`config.mk`:
```
export PLATFORM = sky130hd
export DESIGN_NAME = button_debounce
export DESIGN_NICKNAME = d
export VERILOG_FILES = /design/src/rtl/button_debounce_pkg.sv /design/src/rtl/button_debounce_sync_2ff.sv /design/src/rtl/button_debounce.sv
export SDC_FILE = /design/constraint.sdc
export NUM_CORES = 1
export LEC_CHECK = 0
export ABC_AREA = 1
export CAP_MARGIN = 20
export CORE_MARGIN = 1
export CORE_UTILIZATION = 35
export CTS_BUF_LIST = sky130_fd_sc_hd__clkbuf_4 sky130_fd_sc_hd__clkbuf_8 sky130_fd_sc_hd__clkbuf_16
export CTS_CLUSTER_DIAMETER = 40
export DETAILED_ROUTE_END_ITERATION = 10
export SLEW_MARGIN = 20
export SYNTH_ARGS = -nofsm -noshare
export SYNTH_HDL_FRONTEND = slang
export SYNTH_SLANG_ARGS = --single-unit
```
`constraint.sdc`:
```
create_clock -name clk -period 1.61 [get_ports clk]
set_input_delay 0.322 -clock clk [delete_from_list [all_inputs] [get_ports clk]]
set_output_delay 0.322 -clock clk [all_outputs]
set_load 0.02 [all_outputs]
```
`src/rtl/button_debounce_pkg.sv`:
```
// Shared definitions for the pushbutton input path: auto-repeat state
// encoding and a helper to size timing parameters in milliseconds.
package button_debounce_pkg;

  localparam int CLOCK_HZ = 100_000_000;

  typedef enum logic [1:0] {
    IDLE   = 2'd0,
    HOLD   = 2'd1,
    REPEAT = 2'd2
  } rep_state_t;

  function automatic int ms_to_cycles(input int ms);
    return int'((longint'(CLOCK_HZ) * longint'(ms)) / 64'sd1000);
  endfunction

endpackage

```
`src/rtl/button_debounce_sync_2ff.sv`:
```
// Two-flop synchronizer for a single asynchronous input pin; both flops
// take RESET_VAL so the output is a known idle level straight out of reset.
module sync_2ff #(
  parameter logic RESET_VAL = 1'b1
) (
  input  logic clk,
  input  logic reset,
  input  logic d,
  output logic q
);

  logic meta;

  always_ff @(posedge clk) begin
    if (reset) begin
      meta <= RESET_VAL;
      q    <= RESET_VAL;
    end else begin
      meta <= d;
      q    <= meta;
    end
  end

endmodule

```
`src/rtl/button_debounce.sv`:
```
// Active-low pushbutton conditioner: synchronizer, consecutive-sample
// debouncer, and auto-repeat state machine producing one-cycle strobes.
module button_debounce
  import button_debounce_pkg::*;
#(
  parameter int DEBOUNCE_CYCLES = 2000000,
  parameter int REPEAT_DELAY    = 50000000,
  parameter int REPEAT_PERIOD   = 10000000
) (
  input  logic clk,
  input  logic reset,
  input  logic btn_n,
  output logic pressed,
  output logic press_stb,
  output logic release_stb,
  output logic repeat_stb
);

  localparam int DCNT_W = $clog2(DEBOUNCE_CYCLES + 1);
  localparam logic [DCNT_W-1:0] DCNT_LAST = DCNT_W'(DEBOUNCE_CYCLES - 1);

  localparam int RMAX   = (REPEAT_DELAY > REPEAT_PERIOD) ? REPEAT_DELAY : REPEAT_PERIOD;
  localparam int RCNT_W = (RMAX > 1) ? $clog2(RMAX) : 1;
  localparam logic [RCNT_W-1:0] DELAY_LAST  = RCNT_W'((REPEAT_DELAY > 0) ? REPEAT_DELAY - 1 : 0);
  localparam logic [RCNT_W-1:0] PERIOD_LAST = RCNT_W'(REPEAT_PERIOD - 1);
  localparam bit REPEAT_EN = (REPEAT_DELAY != 0);

  logic              s;
  logic              db;
  logic [DCNT_W-1:0] dcnt;
  logic              accept;
  logic              press_evt;
  logic              release_evt;

  rep_state_t        state;
  rep_state_t        state_next;
  logic [RCNT_W-1:0] rcnt;
  logic [RCNT_W-1:0] rcnt_next;
  logic              repeat_fire;

  sync_2ff #(
    .RESET_VAL(1'b1)
  ) u_sync (
    .clk  (clk),
    .reset(reset),
    .d    (btn_n),
    .q    (s)
  );

  // An accepted transition is the last of DEBOUNCE_CYCLES disagreeing samples.
  assign accept      = (s != db) && (dcnt == DCNT_LAST);
  assign press_evt   = accept && !s;
  assign release_evt = accept && s;
  assign pressed     = ~db;

  always_ff @(posedge clk) begin
    if (reset) begin
      db          <= 1'b1;
      dcnt        <= '0;
      press_stb   <= 1'b0;
      release_stb <= 1'b0;
    end else begin
      if (s == db) begin
        dcnt <= '0;
      end else if (dcnt == DCNT_LAST) begin
        db   <= s;
        dcnt <= '0;
      end else begin
        dcnt <= dcnt + 1'b1;
      end
      press_stb   <= press_evt;
      release_stb <= release_evt;
    end
  end

  always_ff @(posedge clk) begin
    if (reset) begin
      state      <= IDLE;
      rcnt       <= '0;
      repeat_stb <= 1'b0;
    end else begin
      state      <= state_next;
      rcnt       <= rcnt_next;
      repeat_stb <= repeat_fire;
    end
  end

  // A release always takes priority over a repeat timer expiring.
  always_comb begin
    state_next = state;
    rcnt_next  = rcnt;
    if (release_evt) begin
      state_next = IDLE;
      rcnt_next  = '0;
    end else begin
      unique case (state)
        IDLE: begin
          if (press_evt && REPEAT_EN) begin
            state_next = HOLD;
            rcnt_next  = '0;
          end
        end
        HOLD: begin
          if (rcnt == DELAY_LAST) begin
            state_next = REPEAT;
            rcnt_next  = '0;
          end else begin
            rcnt_next = rcnt + 1'b1;
          end
        end
        REPEAT: begin
          if (rcnt == PERIOD_LAST) begin
            rcnt_next = '0;
          end else begin
            rcnt_next = rcnt + 1'b1;
          end
        end
        default: begin
          state_next = IDLE;
          rcnt_next  = '0;
        end
      endcase
    end
  end

  always_comb begin
    repeat_fire = 1'b0;
    if (!release_evt) begin
      repeat_fire = ((state == HOLD)   && (rcnt == DELAY_LAST)) ||
                    ((state == REPEAT) && (rcnt == PERIOD_LAST));
    end
  end

endmodule
```
==> impl_results.md <==
* Status: complete, but fails checks
* Failing checks: negative setup slack
* Synth Flop Type: dfxtp_1
* H-Tree Depth at 2
* Cts bufs inserted at 5
* Yosys cell types at 35
* Register bit count reported by yosys at 55
* Fin util at 0.514
* Routability-driven placement congestion ratio at 0.850
* Hpwl dp at 5.99 mm
* Largest stage delay on the critical path at 0.36 ns
* Crit path DAT at 1.96 ns
* Largest net degree at the start of global routing at 18
* Worst Slack Setup Final at -0.0865 ns
* # diodes at 0
* Post-route ant nets at 0
* Wire per inst at 12.7 um
* Slowest-stage cell, CP: dfxtp_2
* Standard-cell rows at 34
* Worst-path clk slew at 0.11 ns
* Total power at 3.00 mW
* Post-Syn Nets at 517
* Initial Util at 0.365
* Commonest non-fill, non-tap cell in the layout: nand2_1
* Die H at 98.1 um
* TritonCTS clock tree: yes
* First-pass GRT wire length at 14.0 mm
* # DRC at 0
* Pwr dens at 659 nW/um^2
* Most frequent cells in the layout: nand2_1 (102), nor2_1 (79), buf_4 (55)
* Routed WL at 8.81 mm
* Dpl cells at 670
* Crit path required time at 1.88 ns
* Setup tns final at -1.43 ns
* Nets at 594
* Peak Freq at 589 MHz
* Critical path buffer and inverter count at 3
* Final setup fails at 29
* Die Area at 9620 sq um
* Clk buf depth at 2
* Multi-input logic area at 2230 sq um
* Root buf cell: clkbuf_8
* Sequential area share after synthesis at 0.341
* Die X at 98.1 um
* Layout cells sized above 1 at 0.338
* Filler cell count at 876
* Hold slack final at 0.420 ns
* Hold Crit Class: flop to flop
* Port Buffers at 6
* Vias at 3449
* CP Launch Type: flop
* Ys Warns at 0
* Via density at 4.98
* Syn-to-layout area delta at 40.7%
* First-pass detailed-route iteration total at 5
* Crit Path Max Fanout at 7
* Initial antenna violation count at 0
* Minimum clock period at 1.70 ns
* Grt ovf at 0
* TritonCTS Sinks at 55
* Crit path max-delay family: simple AND/OR/NAND/NOR gates
* Ys async rst share at 0
* Mapped Cells at 508
* CP endpoint kind: flop
* FF-to-FF setup slack at -0.09 ns
* Later-pin clock latency in the skew report at 0.32 ns
* Peak VDD IR at 0.477 mV
* Post-Syn Area at 3230 sq um
* Drt first-iter violations at 189
* Final slew viol count at 0
* Worst slew pin tran at 0.294 ns
* Core region area at 8850 sq um
* RSZ-0062 raised after global routing: yes
* Max-cap violation count at 0
* Worst-path cell chain: ha_4 -> nand2_2 -> inv_2 -> nand2_4 -> nor2_4 -> nand4_4 -> nand2_8 -> buf_12 -> clkbuf_16 -> nand2_2 -> nand2_1 -> nand2_1 -> nor2_1
* Finished Layout Cells at 693
* Slew HR at 0.802
* Gr usage total at 0.177
* Io pins at 7
* Leak at 1.68 nW
* Vias in the first global route at 3229
* Hold Vio Cnt, Final at 0
* Syn Area/Cell at 6.36 sq um
* Crit Path Category: flop to flop
* Max Clock Skew at 0.0139 ns
* Period utilization at 1.05
* Reg area at 1120 sq um
* Number of synthesized flops with an enable pin at 0
## Yosys cell counts (all sizes together) (2+ instances only)
cell / instances / area, sq um
nand2: 136 / 548
nor2: 120 / 495
dfxtp: 55 / 1100
inv: 55 / 206
nand3: 55 / 285
a21oi: 22 / 110
nor3: 17 / 85.1
buf: 8 / 77.6
nand4: 7 / 58.8
ha: 6 / 75.1
xor2: 6 / 52.6
or2: 5 / 31.3
o21ai: 4 / 20.0
xnor2: 2 / 17.5
## report_power, final
part           leakage, nW  switching [mW]  internal [mW]  total [mW]
registers            0.450          0.0132           1.38        1.39
logic                 1.19           0.420          0.392       0.812
clock network       0.0446           0.487          0.308       0.795
total                 1.68           0.920           2.08        3.00
## metal layers
layer / global-route usage / wire length [um] / vias up
li1: - / - / 1763
met1: 0.233 / 4110 / 1602
met2: 0.302 / 4180 / 67
met3: 0.0186 / 320 / 17
met4: 0.0594 / 200 / 0
met5: 0 / 0 / -
## kinds of logic (layout without fill, tap and decap cells)
logic type | count (synthesis) | in the layout | synth area share
compound gates | 31 | 31 | 0.0519
buf+inv | 65 | 141 | 0.0906
xor+xnor | 8 | 8 | 0.0217
fa+ha+maj | 6 | 6 | 0.0232
flops | 55 | 55 | 0.341
simple gates | 343 | 344 | 0.472
## timing repair
| action | in CTS | in global routing |
|---|---|---|
| setup endpoints to repair | 30 | 41 |
| hold buffers | 0 | 0 |
| gates cloned | 2 | 3 |
| buffers inserted | 3 | 8 |
| endpoints found under the hold margin | 0 | 0 |
| pin swaps | 5 | 24 |
| resized for setup | 27 | 100 |
## final cells by class
| cell class | count | area share |
|---|---|---|
| well taps | 108 | 0.0297 |
| clock inverters | 2 | 0.00385 |
| clock buffers | 5 | 0.0151 |
| repair buffers | 78 | 0.169 |
| flip-flops and latches | 55 | 0.245 |
| multi-input cells | 389 | 0.490 |
| inverters | 56 | 0.0470 |
## final timing paths
check,from,to,cells after the start
worst max-delay path,dcnt[0],rcnt[13],13
worst max register to register,dcnt[0],rcnt[13],13
worst min register to register,u_sync.meta,u_sync.q,1
worst min-delay path,u_sync.meta,u_sync.q,1
## registers in the layout, summed over array words and instances, names as in the netlist
signal	count
db	1
dcnt	21
press_stb	1
rcnt	26
release_stb	1
repeat_stb	1
state	2
u_sync.meta	1
u_sync.q	1
## per-stage QoR
step           area [sq um]  setup WS (ns)
6_report               4550        -0.0865
5_1_grt                4550         -0.197
4_1_cts                4070        -0.0462
3_5_place_dp           3810         -0.157
3_3_place_gp           3810        -0.0944
2_1_floorplan          3230        0.00676
(Power assumes the default switching activity.)
